`src/rtl/i2c_main_seq_ctrl.sv`:
```
// i2c_main_seq_ctrl: I2C master main sequencer driving address/write/read engines and tap START/STOP commands
module i2c_main_seq_ctrl #(
   parameter int ALEN      = 7,
   parameter int LW        = 16,
   parameter int CSIZE     = 4,
   parameter int MAX_RETRY = 3,
   parameter int TMO_W     = 16,
   parameter int MODULE_ID = 0,
   parameter logic [CSIZE-1:0] CMD_START = CSIZE'(1),
   parameter logic [CSIZE-1:0] CMD_STOP  = CSIZE'(2)
) (
   input  logic             clock,
   input  logic             rst,
   input  logic [1:0]       cmd,
   input  logic             cmd_stop,
   input  logic             cmd_vld,
   output logic             cmd_ready,
   input  logic [ALEN-1:0]  addr,
   input  logic [LW-1:0]    wr_len,
   input  logic [LW-1:0]    rd_len,
   output logic             cmd_finish,
   output logic [1:0]       cmd_status,
   output logic             exec_addr,
   output logic             exec_addr_rw,
   output logic [ALEN-1:0]  address_curr,
   output logic [LW-1:0]    exec_len,
   input  logic             exec_addr_finish,
   input  logic             exec_ack_ok,
   output logic             exec_wr,
   input  logic             exec_wr_finish,
   output logic             exec_rd,
   input  logic             exec_rd_finish,
   output logic             tras_cmd_vld,
   output logic [CSIZE-1:0] tras_cmd,
   input  logic             tras_cmd_ready,
   output logic [3:0]       tras_cmd_mid,
   output logic [1:0]       tras_cmd_proc_id,
   output logic             fifo_rst
);
   localparam logic [3:0] S_IDLE = 4'd0, S_START = 4'd1, S_ADDR_W = 4'd2, S_WRITE = 4'd3,
                          S_RESTART = 4'd4, S_ADDR_R = 4'd5, S_READ = 4'd6, S_STOP = 4'd7,
                          S_DONE = 4'd8, S_FIFO_RST = 4'd9;
   localparam logic [1:0] C_READ = 2'd2, C_WTR = 2'd3;
   localparam logic [1:0] ST_OK = 2'd0, ST_NACK = 2'd1, ST_TMO = 2'd2;
   localparam int RW = $clog2(MAX_RETRY + 2);
   localparam logic [RW-1:0] RMAX = RW'(MAX_RETRY);
   localparam logic [TMO_W-1:0] TMO_LAST = ~TMO_W'(1);

   logic [3:0]       state, nxt;
   logic             ent, to, counting, tmo_exp, retry_go;
   logic [TMO_W-1:0] tmo;
   logic [1:0]       cmd_q, sts;
   logic             stop_q;
   logic [LW-1:0]    wr_len_q, rd_len_q;
   logic [RW-1:0]    retry;
   logic [3:0]       after_w, after_r;

   assign counting   = state inside {S_START, S_ADDR_W, S_WRITE, S_RESTART, S_ADDR_R, S_READ, S_STOP};
   assign tmo_exp    = counting && tmo == TMO_LAST;
   assign retry_go   = sts == ST_NACK && retry < RMAX;
   assign after_r    = stop_q ? S_STOP : S_DONE;
   assign after_w    = (cmd_q == C_WTR && rd_len_q != '0) ? S_RESTART : after_r;
   assign cmd_ready  = state == S_IDLE;
   assign cmd_finish = state == S_DONE;
   assign cmd_status = sts;
   assign fifo_rst   = state == S_FIFO_RST;
   assign exec_addr  = ent && (state == S_ADDR_W || state == S_ADDR_R);
   assign exec_wr    = ent && state == S_WRITE;
   assign exec_rd    = ent && state == S_READ;
   assign tras_cmd_vld = state == S_START || state == S_RESTART || state == S_STOP;
   assign tras_cmd     = state == S_STOP ? CMD_STOP : CMD_START;
   assign tras_cmd_mid = 4'(MODULE_ID);

   // next-state selection; a phase finish takes priority over a coincident timeout
   always_comb begin
      nxt = state;
      to  = 1'b0;
      case (state)
         S_IDLE:     if (cmd_vld) nxt = cmd == 2'd0 ? S_FIFO_RST : S_START;
         S_FIFO_RST: nxt = S_DONE;
         S_START, S_RESTART:
            if (tras_cmd_ready) nxt = (state == S_RESTART || cmd_q == C_READ) ? S_ADDR_R : S_ADDR_W;
            else if (tmo_exp) begin nxt = S_STOP; to = 1'b1; end
         S_ADDR_W:
            if (exec_addr_finish) nxt = !exec_ack_ok ? S_STOP : wr_len_q != '0 ? S_WRITE : after_w;
            else if (tmo_exp) begin nxt = S_STOP; to = 1'b1; end
         S_WRITE:
            if (exec_wr_finish) nxt = after_w;
            else if (tmo_exp) begin nxt = S_STOP; to = 1'b1; end
         S_ADDR_R:
            if (exec_addr_finish) nxt = !exec_ack_ok ? S_STOP : rd_len_q != '0 ? S_READ : after_r;
            else if (tmo_exp) begin nxt = S_STOP; to = 1'b1; end
         S_READ:
            if (exec_rd_finish) nxt = after_r;
            else if (tmo_exp) begin nxt = S_STOP; to = 1'b1; end
         S_STOP:
            if (tras_cmd_ready) nxt = retry_go ? S_START : S_DONE;
            else if (tmo_exp) begin nxt = S_DONE; to = 1'b1; end
         S_DONE:     nxt = S_IDLE;
         default:    nxt = S_IDLE;
      endcase
   end

   // state, per-phase timer, command latches, status/retry tracking and transaction id
   always_ff @(posedge clock) begin
      if (rst) begin
         state <= S_IDLE;
         ent <= 1'b0;
         tmo <= '0;
         cmd_q <= '0;
         stop_q <= 1'b0;
         wr_len_q <= '0;
         rd_len_q <= '0;
         address_curr <= '0;
         exec_len <= '0;
         exec_addr_rw <= 1'b0;
         retry <= '0;
         sts <= ST_OK;
         tras_cmd_proc_id <= '0;
      end else begin
         state <= nxt;
         ent <= nxt != state;
         tmo <= (nxt != state || !counting) ? '0 : tmo + 1'b1;
         if (state == S_IDLE && cmd_vld) begin
            cmd_q <= cmd;
            stop_q <= cmd_stop;
            address_curr <= addr;
            wr_len_q <= wr_len;
            rd_len_q <= rd_len;
            retry <= '0;
            sts <= ST_OK;
         end
         if (nxt == S_ADDR_W) exec_addr_rw <= 1'b0;
         if (nxt == S_ADDR_R) exec_addr_rw <= 1'b1;
         if (nxt == S_WRITE) exec_len <= wr_len_q;
         if (nxt == S_READ) exec_len <= rd_len_q;
         if ((state == S_ADDR_W || state == S_ADDR_R) && exec_addr_finish && !exec_ack_ok) sts <= ST_NACK;
         if (to) sts <= ST_TMO;
         if (state == S_STOP && tras_cmd_ready && retry_go) begin
            retry <= retry + 1'b1;
            sts <= ST_OK;
         end
         if (state == S_DONE) tras_cmd_proc_id <= tras_cmd_proc_id + 2'd1;
      end
   end
endmodule
```
`config.mk`:
```
export PLATFORM = sky130hd
export DESIGN_NAME = i2c_main_seq_ctrl
export DESIGN_NICKNAME = d
export VERILOG_FILES = /design/src/rtl/i2c_main_seq_ctrl.sv
export SDC_FILE = /design/constraint.sdc
export NUM_CORES = 1
export LEC_CHECK = 0
export CAP_MARGIN = 20
export CELL_PAD_IN_SITES_DETAIL_PLACEMENT = 1
export CELL_PAD_IN_SITES_GLOBAL_PLACEMENT = 1
export CORE_ASPECT_RATIO = 1.4
export CORE_MARGIN = 10
export CORE_UTILIZATION = 38
export CTS_CLUSTER_SIZE = 24
export DETAILED_ROUTE_END_ITERATION = 12
export PLACE_DENSITY = 0.88
export SLEW_MARGIN = 5
export SYNTH_ARGS = -nofsm -noshare
export SYNTH_HDL_FRONTEND = slang
export SYNTH_SLANG_ARGS = --single-unit
```
`constraint.sdc`:
```
create_clock -name clock -period 3.19 [get_ports clock]
set_input_delay 0.957 -clock clock [delete_from_list [all_inputs] [get_ports clock]]
set_output_delay 0.957 -clock clock [all_outputs]
set_load 0.1 [all_outputs]
```
# Word-level counts from Yosys, hierarchy flattened
# Index checks and enable logic that the tools add are counted.
# word_totals
reg_bits	87
output_inout_bits	43
elab_cells	105
# classes
n_addsub	3
n_lt_le_gt_ge	1
eq_ne	18
mux	35
reduce_logical	34
# op_table
op	n
4-bit 2-to-1 mux	17
16-bit 2-to-1 mux	2
4-bit case mux with 8 select lines	1
16-bit nonzero test	2
4-bit by 3-bit equality test with 1-bit output (second input constant)	6
16-bit by 1-bit adder with 16-bit output (second input constant)	1
16-bit equality test (second input constant)	1
4-bit by 2-bit equality test with 1-bit output (second input constant)	4
1-bit logical AND	11
3-bit 2-to-1 mux	3
4-bit equality test (second input constant)	2
2-bit 2-to-1 mux	4
2-bit nonzero test	4
2-bit OR reduction	4
1-bit 2-to-1 mux	7
7-bit nonzero test	1
3-bit OR reduction	2
1-bit logical OR	5
2-bit equality test (second input constant)	2
4-bit by 1-bit equality test with 1-bit output (second input constant)	1
4-bit zero test	1
4-bit != test	1
1-bit case mux with 4 select lines	1
3-bit by 1-bit adder with 3-bit output (second input constant)	1
other kinds (6)	7

# Depth between registers and ports, before layout
# Gate-level depths: netlist of the first run.
# depth
word_depth	10
mapped_depth	13
depth_no_buf	10

# Least setup slack after synthesis of the first run
# No wires, ideal clock.
# synth_timing
path_kind	reg-to-reg
startpoint	register state[0]
endpoint	register exec_len[10]
setup_time_ns	0.119
t_arrival_ns	5.056
setup_slack_ns	-1.985
stages_incl_launch_ff	11
path_buffers	2
synth_period_minus_slack_ns	5.175
cell_sequence	dfxtp_1 buf_6 nor4_1 nand2_1 nand3_1 mux2i_1 o2111ai_2 nor3b_2 buf_2 a21oi_1 o221a_1
# synth_between
elab_cells_between_ends	28
classes_between	10 x eq/ne; 12 x mux; 6 x reduce/logical
# synth_lines
element	line	rtl
start, declared	49	logic [3:0] state, nxt;
start signal, assigned	121	state <= nxt;
4-bit zero test (*)	-	
net cmd_ready	17	output logic cmd_ready,
4-bit case mux with 8 select lines (*)	78	case (state)
4-bit by 3-bit equality test with 1-bit output / 4-bit by 2-bit equality test with 1-bit output (equally long branches)	136, 135	
16-bit 2-to-1 mux / 2-bit nonzero test (equally long branches)	-	
end signal, assigned	135	if (nxt == S_WRITE) exec_len <= wr_len_q;
end signal, assigned	136	if (nxt == S_READ) exec_len <= rd_len_q;
end, declared	26	output logic [LW-1:0] exec_len,
# The timed path passes the listed nets; every way through them passes the cells marked *.
# A chain may end at the register's enable or synchronous reset.

# Worst setup path after layout of the first run
# layout_timing
startpoint	input tras_cmd_ready
endpoint	register exec_len[1]
# layout_between
elab_chain_cells	4
elab_cells_between_ends	7
classes_between	2 x eq/ne; 4 x mux; 1 x reduce/logical
# layout_lines
element	line	rtl
start, declared	35	input logic tras_cmd_ready,
4-bit 2-to-1 mux (on tied branches)	97, 82	
4-bit case mux with 8 select lines (*)	78	
4-bit by 3-bit equality test with 1-bit output / 4-bit by 2-bit equality test with 1-bit output (equally long branches)	136, 135	
16-bit 2-to-1 mux / 2-bit nonzero test (equally long branches)	-	
# Every way passes the cells marked *; elsewhere a longest branch is shown, timed or not.

==> results.toml, run 1 <==
[clock_network]
numCtsBuffers = 9
clock_path_buffers = 2
clkTransAtPathRegs_ns = 0.07
numClockSinks = 87
cts_tree = "done"
htree_levels = 3
clk_latency_ns = 0.35
clock-root-buffer = "clkbuf_16"
hold_buffers = 0

[status]
status = "finished clean"

[pwr]
p_comb_frac = 0.322
netSwitchingPower_mw = 1.27
power_frac_seq = 0.374
switching_share = 0.380
power.leakage_nw = 2.20
p_clk_frac = 0.304
powerDensity_mw_per_mm2 = 568
p_int_mw = 2.08
vdd_drop_max_mv = 0.305

[floorplanning]
core_mm2 = 0.0113
ioPinCount = 93
start_util = 0.386
dieWidth_um = 110
die_height_um = 147
rows = 46
die_area_mm2 = 0.0162

[critical_path]
crit_path_top_delay_cell = "or4bb_4"
cpLargestDelayFamily = "simple AND/OR/NAND/NOR gates"
cp_max_fo = 8
crit_path_cell_trace = "clkdlybuf4s50_1, or4bb_4, a211o_1, nand3_1, mux2i_2, o2111ai_2, buf_4, nor3b_4, buf_6, a21oi_1, o221a_1"
cp.required_ns = 3.42
cp.arrival_ns = 3.39
cp-start-kind = "input port"
crit_buf_inv = 3
end_kind = "register"
cp_slowest_stage_delay_ns = 0.48
path_class = "input port to register"

[min_path]
min_path_type = "register to register"

[final_layout]
final_cell_mix = "nand2_1, dfxtp_1, a21oi_1"
fill_cells = 1364
drive_gt1_frac = 0.210
diodes = 0
syn_to_final_growth_pct = 35.8
layout_commonest_cell = "nand2_1"
multi_input_area_mm2 = 0.00239
nets = 678
regArea_mm2 = 0.00174

[logic_synthesis]
synth-edff-count = 0
seq_area_frac_synth = 0.400
synthArstFlopShare = 0
synth_seq_cells = 87
mappedNetlistArea_mm2 = 0.00435
avgSynthCellArea_um2 = 8.29
yosysWarnings = 0
synth_cell_type_count = 69
synthFlopType = "dfxtp_1"
synthCells = 525

[placed_design]
dp_hpwl_um = 11600
io_buffers = 86
pre_cts_slack_ns = -0.367
gp_congestion = 0.969

[grt]
track_usage = 0.181
grt_pass1_wl_um = 24300
overflow = 0
antenna_found_initial = 0
grt_max_degree = 72
grt_pass1_vias = 4642

[route]
vias = 4320
wl_per_cell_um = 20.7
routed_wirelength_um = 16000
firstDrtPassIters = 4
via_per_inst = 5.58
detail_route.iter0.violations = 208
ant_nets = 0
route.detailed.drc = 0

[sta]
slew_viol_final = 0
worst_slew_pin_slew_ns = 0.777
fin_skew_ns = 0.0123
fmax_ghz = 0.316
slew-limit-headroom = 0.474
fin_crit_ns = 3.17
setup_viol = 0
hold_viol_final = 0
period_share = 0.992
hold_ws_ns = 0.470
final.setup.worst_slack_ns = 0.0243

[run]
drv_cap = 0
sequential cells by signal, indices dropped and copies added (netlist names):
name,count
tras_cmd_proc_id,2
stop_q,1
address_curr,7
state,4
cmd_q,2
cmd_status,2
exec_len,16
retry,3
ent,1
exec_addr_rw,1
tmo,16
wr_len_q,16
rd_len_q,16
final timing paths:
check | to | from | cells past startpoint | slack [ns]
max reg2reg | exec_len[15] | tmo[0] | 12 | 0.10
min | address_curr[3] | address_curr[3] | 2 | 0.47
max | exec_len[1] | tras_cmd_ready | 11 | 0.02
min reg2reg | address_curr[3] | address_curr[3] | 2 | 0.47
power by group through the flow:
stage / registers, mW / clock network, mW / logic (mW)
global route: 1.26 / 1.07 / 1.15
global placement: 1.27 / 0 / 1.01
CTS: 1.25 / 1.02 / 1.06
detailed placement: 1.27 / 0 / 1.04
finish: 1.26 / 1.02 / 1.08
floorplan: 1.47 / 0 / 0.519
worst min-delay path: stages (launching register included):
cell     delay [ns]
dfxtp_1        0.32
nand2_1        0.06
a21oi_1        0.05
per-layer routing:
metal,global-route usage,share of wire,up-vias
met4,0.0979,0.041,0
met2,0.341,0.55,118
li1,-,-,2030
met5,0,0,-
met1,0.182,0.38,2127
met3,0.0324,0.034,45
timing repair:
action | in CTS | in global routing
pin swaps | 1 | 1
gates cloned | 0 | 1
resized for setup | 6 | 8
setup endpoints to repair | 3 | 24
buffers inserted | 1 | 1
kinds of logic after synthesis:
family / count (synthesis) / synth area share
mux: 2 / 0.00460
compound gates: 125 / 0.207
buf+inv: 68 / 0.0756
xor+xnor: 17 / 0.0342
fa+ha+maj: 3 / 0.00863
simple gates: 222 / 0.269
flops: 87 / 0.400
other cells: 1 / 0.000862
cell usage after synthesis (7+ instances only):
cell type	number	share of area
nor2b_1	8	0.012
nand2_1	103	0.089
xor2_1	10	0.020
nor2_1	23	0.020
dfxtp_1	87	0.40
buf_4	8	0.014
nor3_1	13	0.015
nor4_1	12	0.017
nand3_1	13	0.015
xnor2_1	7	0.014
o221a_1	16	0.041
inv_1	26	0.022
a21oi_1	68	0.078
nand4_1	7	0.010
nor3_2	10	0.023
clkbuf_1	23	0.020
area by class of cell:
| class | count | area share |
|---|---|---|
| well taps | 144 | 0.0305 |
| inverters | 26 | 0.0172 |
| multi-input cells | 375 | 0.405 |
| repair buffers | 126 | 0.205 |
| clock buffers | 10 | 0.0404 |
| flip-flops and latches | 87 | 0.295 |
| clock inverters | 6 | 0.00762 |
stage by stage:
stage,instances,TNS (ns),instance area [um2],util,total power [mW]
3_3_place_gp,755,-7.00,5550,0.492,2.28
2_1_floorplan,530,0,4430,-,1.98
5_1_grt,774,-0.376,5910,0.524,3.48
6_report,774,0,5910,0.524,3.35
3_5_place_dp,755,-10.24,5550,0.492,2.31
4_1_cts,772,0,5870,0.521,3.33
No activity file was read; power rests on OpenSTA's default activity.
==> inputs of run 2 (changes only) <==
--- a/config.mk
+++ b/config.mk
@@ -10,10 +10,10 @@
 export CELL_PAD_IN_SITES_GLOBAL_PLACEMENT = 1
 export CORE_ASPECT_RATIO = 1.4
 export CORE_MARGIN = 10
-export CORE_UTILIZATION = 38
+export CORE_UTILIZATION = 35
 export CTS_CLUSTER_SIZE = 24
 export DETAILED_ROUTE_END_ITERATION = 12
-export PLACE_DENSITY = 0.88
+export PLACE_DENSITY = 0.82
 export SLEW_MARGIN = 5
 export SYNTH_ARGS = -nofsm -noshare
 export SYNTH_HDL_FRONTEND = slang
==> results.toml, run 2 (synthesis gave the netlist of run 1 again) <==
[sta]
period_share = 0.970
slew-limit-headroom = 0.460
worst_slew_pin_slew_ns = 0.810
final.setup.worst_slack_ns = 0.0941
setup_viol = 0
slew_viol_final = 0
hold_viol_final = 0
fin_skew_ns = 0.0112
fin_crit_ns = 3.10
rsz0062_at_grt = "false"
fmax_ghz = 0.323

[critical_path]
crit_path_cell_trace = "clkdlybuf4s50_1, or4bb_4, a21oi_1, and2_4, a311oi_4, a41o_1, o21ai_1, nand4_4, buf_12, nor3_1"
cp_max_fo = 16
cp.required_ns = 3.44
path_class = "input port to register"
cp.arrival_ns = 3.35
end_kind = "register"
cp_slowest_stage_delay_ns = 0.54
crit_path_top_delay_cell = "or4bb_4"
cp-start-kind = "input port"

[clock_network]
numClockSinks = 87
clk_latency_ns = 0.34
cts_tree = "done"
htree_levels = 3
clock-root-buffer = "clkbuf_16"
clkTransAtPathRegs_ns = 0.06
hold_buffers = 0
clock_path_buffers = 2
cts_resized = 0
numCtsBuffers = 9
post_cts_buffers = 0

[route]
ant_nets = 0
route.detailed.drc = 0
vias = 4275
detail_route.iter0.violations = 189
routed_wirelength_um = 15200
wl_per_cell_um = 19.6
via_per_inst = 5.50
firstDrtPassIters = 4

[status]
status = "finished clean"

[grt]
overflow = 0
antenna_found_initial = 0
grt_pass1_vias = 4666
track_usage = 0.172
grt_pass1_wl_um = 24200
grt_max_degree = 72

[placed_design]
pre_cts_slack_ns = -0.317
dp_hpwl_um = 11300
dp.cells = 761
io_buffers = 86
dpl_cell_area_mm2 = 0.00557
gp_congestion = 0.902

[run]
drv_cap = 0

[final_layout]
syn_to_final_growth_pct = 35.7
nets = 675
fill_cells = 1472
fin_util = 0.482
layout_commonest_cell = "nand2_1"
final_cell_mix = "nand2_1, dfxtp_1, a21oi_1"
diodes = 0
stdcell_area_mm2 = 0.00590
drive_gt1_frac = 0.209
instances_no_fill = 777

[floorplanning]
dieWidth_um = 114
rows = 48
die_height_um = 152
die_area_mm2 = 0.0174
ioPinCount = 93
core_mm2 = 0.0123
start_util = 0.355

[pwr]
p_comb_frac = 0.319
switching_share = 0.380
finalPower_mw = 3.31
vdd_drop_max_mv = 0.338
power_frac_seq = 0.382
p_clk_frac = 0.299
p_int_mw = 2.05
netSwitchingPower_mw = 1.26
powerDensity_mw_per_mm2 = 560
power.leakage_nw = 2.19

[min_path]
min_path_type = "register to register"
-- run 2: cell types whose count changed in the layout (fill, tap and decap cells not counted), sizes merged --
cell,change
buf,-3
-- run 2: final timing paths --
kind                                      start  cells after the start         endpoint  slack (ns)
worst max register to register         state[1]                     11     exec_len[14]        0.24
worst max-delay path             tras_cmd_ready                     10           tmo[4]        0.09
worst min register to register  address_curr[5]                      2  address_curr[5]        0.47
worst min-delay path            address_curr[5]                      2  address_curr[5]        0.47
-- run 2: cell type report --
cell class                 instances  area, um2  area share
multi-input combinational        375       2420       0.409
sequential                        87       1740       0.295
timing repair buffer             123       1180       0.200
clock buffer                      10        229      0.0388
tap                              150        188      0.0318
inverter                          26        101      0.0172
clock inverter                     6       45.0     0.00763
-- run 2: critical path, delay by kind of cell --
kind / cells / cell delay (ns)
simple gates: 4 / 1.05
compound gates: 4 / 0.67
buf+inv: 2 / 0.67
-- run 2: routing by layer --
layer	vias to the layer above	track usage	wire length [um]
li1	2016	-	-
met1	2072	0.181	5720
met2	138	0.306	8060
met3	49	0.0347	698
met4	0	0.0969	727
met5	-	0	0
-- run 2: metrics by stage --
step,hold slack (ns),setup TNS [ns]
floorplan,0.449,0
global placement,0.443,-7.71
detailed placement,0.453,-9.00
CTS,0.463,0
global route,0.497,0
finish,0.469,0
-- run 2: power by group through the flow --
stage | Combinational, mW | Clock (mW) | Sequential, mW
global route | 1.12 | 1.05 | 1.27
finish | 1.05 | 0.990 | 1.26
global placement | 1.01 | 0 | 1.28
detailed placement | 1.04 | 0 | 1.28
floorplan | 0.519 | 0 | 1.47
CTS | 1.05 | 1.00 | 1.26
